## src/rtl/mp_alu_sequencer.sv

```systemverilog
// Multi-precision add/sub/compare sequencer: walks N-byte operands through the
// external 8-bit ALU, chaining carry/borrow and writing results back to data memory.
module mp_alu_sequencer #(
  parameter int unsigned ADDR_W = 8,
  parameter int unsigned LEN_W  = 5
) (
  input  logic              clk,
  input  logic              reset,
  input  logic              start,
  input  logic [3:0]        op,
  input  logic [LEN_W-1:0]  len,
  input  logic [ADDR_W-1:0] a_base,
  input  logic [ADDR_W-1:0] b_base,
  input  logic [ADDR_W-1:0] d_base,
  output logic              busy,
  output logic              done,
  output logic              z_flag,
  output logic              c_flag,
  output logic              n_flag,
  output logic [ADDR_W-1:0] mem_raddr,
  input  logic [7:0]        mem_rdata,
  output logic              mem_we,
  output logic [ADDR_W-1:0] mem_waddr,
  output logic [7:0]        mem_wdata,
  output logic              alu_optype,
  output logic [3:0]        alu_op,
  output logic [7:0]        alu_acc,
  output logic [7:0]        alu_reg,
  input  logic [7:0]        alu_out,
  input  logic              alu_c,
  input  logic              alu_z,
  input  logic              alu_n
);

  localparam logic [3:0] OP_ADD = 4'b0010;
  localparam logic [3:0] OP_SUB = 4'b0011;
  localparam logic [3:0] OP_CMP = 4'b1010;

  typedef enum logic [2:0] {
    S_IDLE, S_RD_A, S_RD_B, S_EXEC, S_FIX, S_WR, S_DONE
  } state_e;

  state_e            state_q, state_d;
  logic [3:0]        op_q, op_d;
  logic [LEN_W-1:0]  len_q, len_d, idx_q, idx_d;
  logic [ADDR_W-1:0] a_base_q, a_base_d, b_base_q, b_base_d, d_base_q, d_base_d;
  logic [7:0]        a_byte_q, a_byte_d, res_q, res_d;
  logic              carry_q, carry_d, c1_q, c1_d, nz_acc_q, nz_acc_d;
  logic              z_q, z_d, c_q, c_d, n_q, n_d;
  logic              busy_q, busy_d, done_q, done_d;
  logic              legal_op, is_cmp;

  assign legal_op = (op == OP_ADD) || (op == OP_SUB) || (op == OP_CMP);
  assign is_cmp   = (op_q == OP_CMP);
  assign busy     = busy_q;
  assign done     = done_q;
  assign z_flag   = z_q;
  assign c_flag   = c_q;
  assign n_flag   = n_q;

  // Next-state, datapath capture and memory/ALU port drive
  always_comb begin
    state_d    = state_q;
    op_d       = op_q;
    len_d      = len_q;
    idx_d      = idx_q;
    a_base_d   = a_base_q;
    b_base_d   = b_base_q;
    d_base_d   = d_base_q;
    a_byte_d   = a_byte_q;
    res_d      = res_q;
    carry_d    = carry_q;
    c1_d       = c1_q;
    nz_acc_d   = nz_acc_q;
    z_d        = z_q;
    c_d        = c_q;
    n_d        = n_q;
    mem_raddr  = '0;
    mem_we     = 1'b0;
    mem_waddr  = '0;
    mem_wdata  = '0;
    alu_optype = 1'b0;
    alu_op     = '0;
    alu_acc    = '0;
    alu_reg    = '0;

    case (state_q)
      S_IDLE: begin
        if (start && legal_op) begin
          if (len == '0) begin
            state_d = S_DONE;
            z_d     = 1'b1;
            c_d     = 1'b0;
            n_d     = 1'b0;
          end else begin
            state_d  = S_RD_A;
            op_d     = op;
            len_d    = len;
            a_base_d = a_base;
            b_base_d = b_base;
            d_base_d = d_base;
            idx_d    = (op == OP_CMP) ? len - LEN_W'(1) : '0;
            carry_d  = 1'b0;
            nz_acc_d = 1'b0;
          end
        end
      end
      S_RD_A: begin
        mem_raddr = a_base_q + ADDR_W'(idx_q);
        state_d   = S_RD_B;
      end
      S_RD_B: begin
        mem_raddr = b_base_q + ADDR_W'(idx_q);
        a_byte_d  = mem_rdata;
        state_d   = S_EXEC;
      end
      S_EXEC: begin
        alu_op  = op_q;
        alu_acc = a_byte_q;
        alu_reg = mem_rdata;
        if (is_cmp) begin
          // Compare walks MSB first, so the first unequal byte decides
          if (!alu_z) begin
            state_d = S_DONE;
            z_d     = 1'b0;
            c_d     = 1'b0;
            n_d     = alu_n;
          end else if (idx_q == '0) begin
            state_d = S_DONE;
            z_d     = 1'b1;
            c_d     = 1'b0;
            n_d     = 1'b0;
          end else begin
            idx_d   = idx_q - LEN_W'(1);
            state_d = S_RD_A;
          end
        end else begin
          res_d = alu_out;
          c1_d  = alu_c;
          if (carry_q) begin
            state_d = S_FIX;
          end else begin
            carry_d = alu_c;
            state_d = S_WR;
          end
        end
      end
      S_FIX: begin
        // Fold the incoming carry/borrow in as a second +/-1 pass
        alu_op  = op_q;
        alu_acc = res_q;
        alu_reg = 8'd1;
        res_d   = alu_out;
        carry_d = c1_q | alu_c;
        state_d = S_WR;
      end
      S_WR: begin
        mem_we    = 1'b1;
        mem_waddr = d_base_q + ADDR_W'(idx_q);
        mem_wdata = res_q;
        nz_acc_d  = nz_acc_q | (res_q != 8'd0);
        if (idx_q == len_q - LEN_W'(1)) begin
          state_d = S_DONE;
          z_d     = ~(nz_acc_q | (res_q != 8'd0));
          c_d     = carry_q;
          n_d     = res_q[7];
        end else begin
          idx_d   = idx_q + LEN_W'(1);
          state_d = S_RD_A;
        end
      end
      S_DONE:  state_d = S_IDLE;
      default: state_d = S_IDLE;
    endcase

    busy_d = (state_d != S_IDLE);
    done_d = (state_d == S_DONE);
  end

  always_ff @(posedge clk) begin
    if (reset) begin
      state_q  <= S_IDLE;
      op_q     <= '0;
      len_q    <= '0;
      idx_q    <= '0;
      a_base_q <= '0;
      b_base_q <= '0;
      d_base_q <= '0;
      a_byte_q <= '0;
      res_q    <= '0;
      carry_q  <= 1'b0;
      c1_q     <= 1'b0;
      nz_acc_q <= 1'b0;
      z_q      <= 1'b1;
      c_q      <= 1'b0;
      n_q      <= 1'b0;
      busy_q   <= 1'b0;
      done_q   <= 1'b0;
    end else begin
      state_q  <= state_d;
      op_q     <= op_d;
      len_q    <= len_d;
      idx_q    <= idx_d;
      a_base_q <= a_base_d;
      b_base_q <= b_base_d;
      d_base_q <= d_base_d;
      a_byte_q <= a_byte_d;
      res_q    <= res_d;
      carry_q  <= carry_d;
      c1_q     <= c1_d;
      nz_acc_q <= nz_acc_d;
      z_q      <= z_d;
      c_q      <= c_d;
      n_q      <= n_d;
      busy_q   <= busy_d;
      done_q   <= done_d;
    end
  end

endmodule
```

## config.mk

```make
export PLATFORM = sky130hd
export DESIGN_NAME = mp_alu_sequencer
export DESIGN_NICKNAME = d
export VERILOG_FILES = /design/src/rtl/mp_alu_sequencer.sv
export SDC_FILE = /design/constraint.sdc
export NUM_CORES = 1
export LEC_CHECK = 0
export BUFFER_PORTS_ARGS = -buffer_cell sky130_fd_sc_hd__buf_2
export CORE_AREA = 2 2 87 105
export CTS_CLUSTER_SIZE = 30
export DETAILED_ROUTE_END_ITERATION = 10
export DIE_AREA = 0 0 89 107
export GPL_TIMING_DRIVEN = 0
export PLACE_DENSITY = 0.69
export SYNTH_ARGS = -nofsm -noshare
export SYNTH_HDL_FRONTEND = slang
export SYNTH_SLANG_ARGS = --single-unit
```

## constraint.sdc

```tcl
create_clock -name clk -period 8.2 [get_ports clk]
set_input_delay 0.41 -clock clk [delete_from_list [all_inputs] [get_ports clk]]
set_output_delay 0.41 -clock clk [all_outputs]
set_load 0.005 [all_outputs]
```

# Word-level counts from Yosys, hierarchy flattened
# Cells that the tools add are included.
word_totals:
  regBits: 65
  input_bits: 55
  elab_cells: 119
classes:
  add_sub_neg: 7
  eq_ne: 21
  mux: 49
  bitwise: 5
  reduce_logical: 20
ops:
  columns: ["op", "n"]
  rows:
  - ["8-bit one-hot mux with 2 select lines", 4]
  - ["5-bit two-way mux", 7]
  - ["8-bit by 5-bit adder with 8-bit output", 3]
  - ["8-bit two-way mux", 3]
  - ["1-bit two-way mux", 21]
  - ["3-bit two-way mux", 6]
  - ["2-bit inequality test, second input constant", 9]
  - ["3-bit one-hot mux with 6 select lines", 1]
  - ["5-bit one-hot mux with 3 select lines", 1]
  - ["5-bit by 1-bit subtractor with 5-bit output, second input constant", 3]
  - ["1-bit one-hot mux with 3 select lines", 4]
  - ["5-bit zero test", 2]
  - ["3-bit equality test, second input constant", 3]
  - ["3-bit nonzero test", 3]
  - ["4-bit by 2-bit equality test with 1-bit output, second input constant", 2]
  - ["4-bit equality test, second input constant", 2]
  - ["8-bit nonzero test", 1]
  - ["7-bit AND reduction", 1]
  - ["3-bit by 2-bit equality test with 1-bit output, second input constant", 2]
  - ["3-bit AND reduction", 2]
  - ["6-bit AND reduction", 1]
  - ["5-bit by 1-bit adder with 5-bit output, second input constant", 1]
  - ["5-bit equality test", 1]
  - ["4-bit two-way mux", 1]
  - ["other kinds (12)", 18]

# Logic depth before layout (Yosys ltp)
# Gate-level depths: netlist of the first run.
logic_depth:
  depth_word: 7
  ltp_mapped: 15
  mapped_depth_nobuf: 13

# Worst setup path before layout of the first run
# Ideal clock, no wire load.
synth_timing:
  path_kind: "reg-to-output"
  startpoint: "reg state_q[2]"
  endpoint: "out mem_raddr[6]"
  arrival_time_ns: 2.599
  setup_slack_ns: 5.191
  stages_incl_launch_ff: 16
  path_buffers: 2
  path_cell_list: "dfxtp_1 > buf_2 > nor2_1 > and2_0 > clkbuf_1 > nand2_1 > nand2_1 > ha_1 > inv_1 > fa_1 > nor2b_1 > o21ai_0 > a21boi_0 > o21bai_1 > xnor2_1 > nor2_1"
synth_via:
  elab_chain_len: 2
  word_cells_on_any_way: 3
  cone_classes: "eq/ne (2); mux (1)"
synth_lines:
  columns: ["item", "line", "text"]
  rows:
  - ["from (decl)", "43", "state_e state_q, state_d;"]
  - ["from (signal assigned)", "200", "state_q <= state_d;"]
  - ["3-bit by 2-bit equality test with 1-bit output or 3-bit by 1-bit equality test with 1-bit output (tied branches)", "87", "case (state_q)"]
  - ["8-bit one-hot mux with 2 select lines (*)", "87", null]
  - ["to (decl)", "20", "output logic [ADDR_W-1:0] mem_raddr,"]
# Mark *: on every way between the ends. The rest lies on a longest branch, timed or not.

# Final worst setup path of the first run
# Same ends and word-level chain as after synthesis.

==> metrics, run 1 <==
Tot GR Track Use=23.3%; Synth Area in Compound Gates=17.6%; Die W=89 um; Fin Setup TNS=0 ns; CP max FO=10; Worst Hold Class=in -> reg; crit path DAT=3.67 ns; Worst Setup EP=mem_raddr[6]; most common cell after layout, fill and taps aside=buf_2; xor/xnor share of the synthesized area=4.92%; Initial Util=43.9%; placed wire-length estimate=8230 um; max incr delay on CP=0.40 ns; clock sink count=65; crit path capture type=primary output; Critical Path Source=state_q[2]; synthesis-to-finish area growth=22.2%; Simple-Gate Fraction of Synth Area=27.2%; yosys warns=0; Setup Buffers After CTS=0; Worst slew margin=59.4%; top-area cell type share of the netlist area=34.8%; ratio of cells with drive above 1 in the final layout=23.3%; Synth Area in Adders=6.63%; Worst Path Required=7.79 ns; final worst-path cycle share=49.7%; Hold-fix buffers, CTS=0; multiplexer area fraction after synthesis=4.02%; DR WL/cell=15.1 um; fin util=53.6%; Mapped Cells=479; RSZ-0062 raised after global routing=no; first-pass GRT wire length=17,000 um; Yosys reg bits=65; reg2reg path depth=11; status=finished, final reports clean; Placer Congestion=0.874; final instance area=4570 um2; final worst slack=4.12 ns; Leak=2.04 nW; initial antenna violation count=0; Avg Cell Area, Syn=7.80 um2; Post-Syn Nets=552; Post-CTS Resized=0; worst vdd ir=85.0 uV; IO Port Bufs=103; critical path's slowest cell=clkbuf_1; post-synth top area cell=dfxtp_1; Max Cap Viol=0; clock skew=0.0127 ns; synth top area cells=dfxtp_1, nand2_1, a21oi_1; vias per std cell=5.28; grt ovf=0; H-tree depth=3; Place WS=4.57 ns; Clock Latency Late Sink=0.37 ns; largest family of logic cells by synthesized area=simple AND/OR/NAND/NOR gates; standard-cell rows=37; vias in the first global route=3,601; largest net degree at the start of global routing=14; FF-to-FF setup slack=5.55 ns; vertical die dimension=107 um; I/O pins=106; Worst Setup Path Type=reg -> out; final wirelength=10,700 um; final hold viol count=0; FF-to-FF End=idx_q[4]; CTS tree=done; power density cells=148 nW/um2; Core ar.=8520 um2; TritonRoute pass-1 iters=6; reg2reg start=state_q[2]; Post-Synthesis Cell Area=3740 um2; EDFF count, synth=0; cts bufs inserted=9; fillcell total=845; die area=9520 um2; main flop type after synthesis=dfxtp_1; Via Count=3,767; clock slew seen by the registers of the worst setup and hold paths=0.08 ns; sequential element share of the synthesized area=34.8%; critical path, cell by cell=buf_2 > nor2_1 > and2_0 > clkbuf_1 > nand2_1 > nand2_1 > ha_1 > inv_1 > fa_1 > nor2b_1 > o21ai_0 > a21boi_0 > o21bai_1 > xnor2_1 > nor2_1 > buf_2; worst slew pin tran=0.609 ns; Post-DP Area=4400 um2; Remaining DRCs=0; drt initial violations=181; CTS root buf=clkbuf_8; synth unique cells=59; Clock Path Buffers=2; Nets=666; max-slew violation count=0; Setup Viol. Count Final=0; DRT antenna net count=0; most frequent cells in the layout=buf_2, nand2_1, dfxtp_1; Async S/R FF share, synth=0%; hold slack=0.277 ns; CP startpoint kind=register; FMAX=245 MHz; minimum clock period=4.08 ns; antenna cells=0
## sequential cells by signal, summed over array words and instances, names as in the netlist, 3 cells and up
name      flops
a_base_q      8
a_byte_q      8
b_base_q      8
d_base_q      8
idx_q         5
len_q         5
op_q          4
res_q         8
state_q       3
## power by group
group | switching, W | total [W] | internal [W]
logic | 0.0000543 | 0.0000918 | 0.0000375
clock network | 0.000128 | 0.000250 | 0.000122
registers | 0.00000855 | 0.000335 | 0.000326
## cells in the mapped netlist (2+ instances only)
cell type / n
ha_1: 15
mux2i_1: 15
and2_1: 21
a211oi_1: 3
fa_1: 3
nand2b_1: 5
xnor2_1: 9
nand3b_1: 2
buf_2: 8
and3_1: 2
inv_1: 13
a21boi_0: 4
nand2_1: 108
o21ai_0: 10
o21ai_2: 2
a21oi_1: 54
a22o_1: 8
nor2_1: 35
nor3_1: 8
o21bai_1: 3
nand3_1: 4
clkbuf_1: 17
o22ai_1: 4
and3b_1: 2
xor2_1: 12
a21o_1: 6
dfxtp_1: 65
nor2b_1: 8
nor4b_1: 2
nand4_1: 2
## worst max-delay path, delay by kind of cell (launching register included)
family / cells / cell delay (ns)
adders and majority gates: 2 / 0.54
AOI/OAI and AO/OA: 3 / 0.55
xor gates and xnor gates: 1 / 0.17
and+or+nand+nor: 6 / 0.94
buffers and inverters: 4 / 0.78
DFF: 1 / 0.31
## kinds of logic (layout without fill, tap and decap cells)
| logic type | Yosys count | count (layout) |
|---|---|---|
| simple gates | 213 | 213 |
| compound gates | 105 | 105 |
| flops | 65 | 65 |
| buf+inv | 41 | 158 |
| xor+xnor | 21 | 21 |
| fa+ha+maj | 18 | 18 |
| mux | 15 | 15 |
| other cells | 1 | 1 |
## final cells by class
| type | instances | area [um2] | share of cell area (%) |
|---|---|---|---|
| Multi-Input combinational cell | 373 | 2260 | 49.5 |
| Sequential cell | 65 | 1300 | 28.5 |
| Timing Repair Buffer | 103 | 515 | 11.3 |
| Clock buffer | 11 | 151 | 3.32 |
| Tap cell | 117 | 146 | 3.21 |
| Buffer | 28 | 126 | 2.77 |
| Inverter | 13 | 48.8 | 1.07 |
| Clock inverter | 3 | 17.5 | 0.384 |
## worst min path at each step
stage	from	cells past startpoint	endpoint
detailed placement	b_base_q[3]	2	b_base_q[3]
global placement	a_byte_q[7]	2	a_byte_q[7]
CTS	b_base[6]	3	b_base_q[6]
floorplan	b_base_q[7]	2	b_base_q[7]
finish	a_base[4]	3	a_base_q[4]
global route	a_base[5]	3	a_base_q[5]
## per-layer routing
layer  vias to the layer above  share of wire (%)  wire [um]  GRT usage (%)
met2                       138                 50       5390           39.8
li1                       1847                  -          -              -
met1                      1752                 40       4340           27.1
met4                         0                3.2        341           11.4
met5                         -                  0          0              0
met3                        30                6.3        675           5.16
## metrics by stage
stage,cells,total power (W)
after global routing,713,0.000701
final,713,0.000676
after CTS,713,0.000675
after detailed placement,699,0.000433
after floorplan,479,0.000396
after global placement,699,0.000430
Note: power is estimated with default switching activity, not from simulation.
==> run 2: changes to the inputs <==
Clock period 8.2 ns to 3.9 ns, I/O delays scaled along.
==> metrics, run 2 (synthesized netlist as in run 1, its figures left out) <==
grt ovf=0; critical path's slowest cell=fa_1; most frequent cells in the layout=buf_2, nand2_1, dfxtp_1; worst vdd ir=179 uV; I/O pins=106; FMAX=278 MHz; Worst Setup EP=mem_raddr[6]; crit path DAT=3.40 ns; final wirelength=10,700 um; Via Count=3,763; Hold-fix buffers, CTS=0; TritonRoute pass-1 iters=5; clock skew=0.0120 ns; register area=1300 um2; vias in the first global route=3,601; antenna cells=0; vias per std cell=5.28; FF-to-FF setup slack=1.24 ns; max incr delay on CP=0.37 ns; critical path, cell by cell=buf_2 > nor2_2 > and2_1 > buf_2 > nand2_1 > nand2_1 > ha_1 > inv_1 > fa_1 > nor2b_1 > o21ai_0 > a21boi_0 > o21bai_1 > xnor2_1 > nor2_1 > buf_2; vertical die dimension=107 um; standard-cell rows=37; synthesis-to-finish area growth=22.4%; reg2reg start=state_q[2]; Setup Buffers After CTS=0; reg2reg path depth=11; crit path capture type=primary output; CTS root buf=clkbuf_8; Die W=89 um; Nets=666; Worst Setup Path Type=reg -> out; Max Cap Viol=0; H-tree depth=3; final worst slack=0.306 ns; final hold viol count=0; FF-to-FF End=idx_q[4]; largest net degree at the start of global routing=14; Core ar.=8520 um2; minimum clock period=3.59 ns; DRT antenna net count=0; Initial Util=43.9%; CTS tree=done; clock sink count=65; Critical Path Source=state_q[2]; Worst Path Required=3.70 ns; Post-CTS Resized=0; most common cell after layout, fill and taps aside=buf_2; DR WL/cell=15.0 um; Fin Setup TNS=0 ns; clock slew seen by the registers of the worst setup and hold paths=0.08 ns; cell mode on critical path=buf_2; Worst slew margin=59.2%; CP max FO=10; drt initial violations=194; fillcell total=847; max-slew violation count=0; status=finished, final reports clean; worst slew pin tran=0.612 ns; CP startpoint kind=register; Leak=2.05 nW; power density cells=310 nW/um2; placed wire-length estimate=8230 um; Clock Latency Late Sink=0.36 ns; Clock Path Buffers=2; Tot GR Track Use=23.3%; ratio of cells with drive above 1 in the final layout=24.0%; Place WS=0.489 ns; area of the multi-input gates=2260 um2; Remaining DRCs=0; WHS Path Cells=3; final worst-path cycle share=92.2%; cts bufs inserted=9; RSZ-0062 raised after global routing=no; initial antenna violation count=0; Setup Viol. Count Final=0; first-pass GRT wire length=17,000 um; Placer Congestion=0.874; IO Port Bufs=103; Worst Hold Class=in -> reg; die area=9520 um2
[run 2: cell types whose count changed in the layout (fill, tap and decap cells not counted)]
cell	change
clkbuf_1	-2
buf_2	+1
nand2_2	+1
clkbuf_2	+1
and2_0	-1
nor2_2	+1
nor2_1	-1
nand2_1	-1
and2_1	+1
[run 2: worst max-delay path, delay by kind of cell (launching register included)]
kind                       cells  cell delay, ns
and+or+nand+nor                6            0.81
buffers and inverters          4            0.64
AOI/OAI and AO/OA              3            0.55
adders and majority gates      2            0.54
DFF                            1            0.31
xor gates and xnor gates       1            0.17
[run 2: cell type report]
type                    instances  share of cell area (%)
well taps                     117                    3.20
clock inverters                 3                   0.383
multi-input cells             373                    49.5
repair buffers                103                    11.3
flip-flops and latches         65                    28.4
clock buffers                  11                    3.31
inverters                      13                    1.07
plain buffers                  28                    2.82
[run 2: power breakdown]
part / internal (W) / switching, W
combinational: 0.0000796 / 0.000115
clock: 0.000256 / 0.000265
sequential: 0.000686 / 0.0000179
[run 2: worst min-delay path by stage]
| stage | start | to | slack [ns] |
|---|---|---|---|
| after floorplan | a_base[0] | a_base_q[0] | 0.33 |
| after global placement | alu_out[4] | res_q[4] | 0.43 |
| after detailed placement | a_base[0] | a_base_q[0] | 0.44 |
| after CTS | b_base[6] | b_base_q[6] | 0.06 |
| after global routing | a_base[5] | a_base_q[5] | 0.07 |
| final | d_base[0] | d_base_q[0] | 0.07 |
[run 2: routing by layer]
metal	vias to the layer above	GRT usage (%)	share of wire, %
li1	1844	-	-
met4	0	11.4	2.7
met1	1762	27.1	41
met3	27	5.16	6.2
met2	130	39.8	50
met5	-	0	0
[run 2: metrics by stage]
stage / total power [W] / instances / hold slack (ns) / area [um2] / util (%)
2_1_floorplan: 0.000834 / 479 / 0.331 / 3740 / -
3_3_place_gp: 0.000904 / 699 / 0.434 / 4400 / 51.6
3_5_place_dp: 0.000909 / 699 / 0.440 / 4400 / 51.6
4_1_cts: 0.00142 / 713 / 0.0599 / 4570 / 53.6
5_1_grt: 0.00147 / 713 / 0.0699 / 4570 / 53.7
6_report: 0.00142 / 713 / 0.0706 / 4570 / 53.7
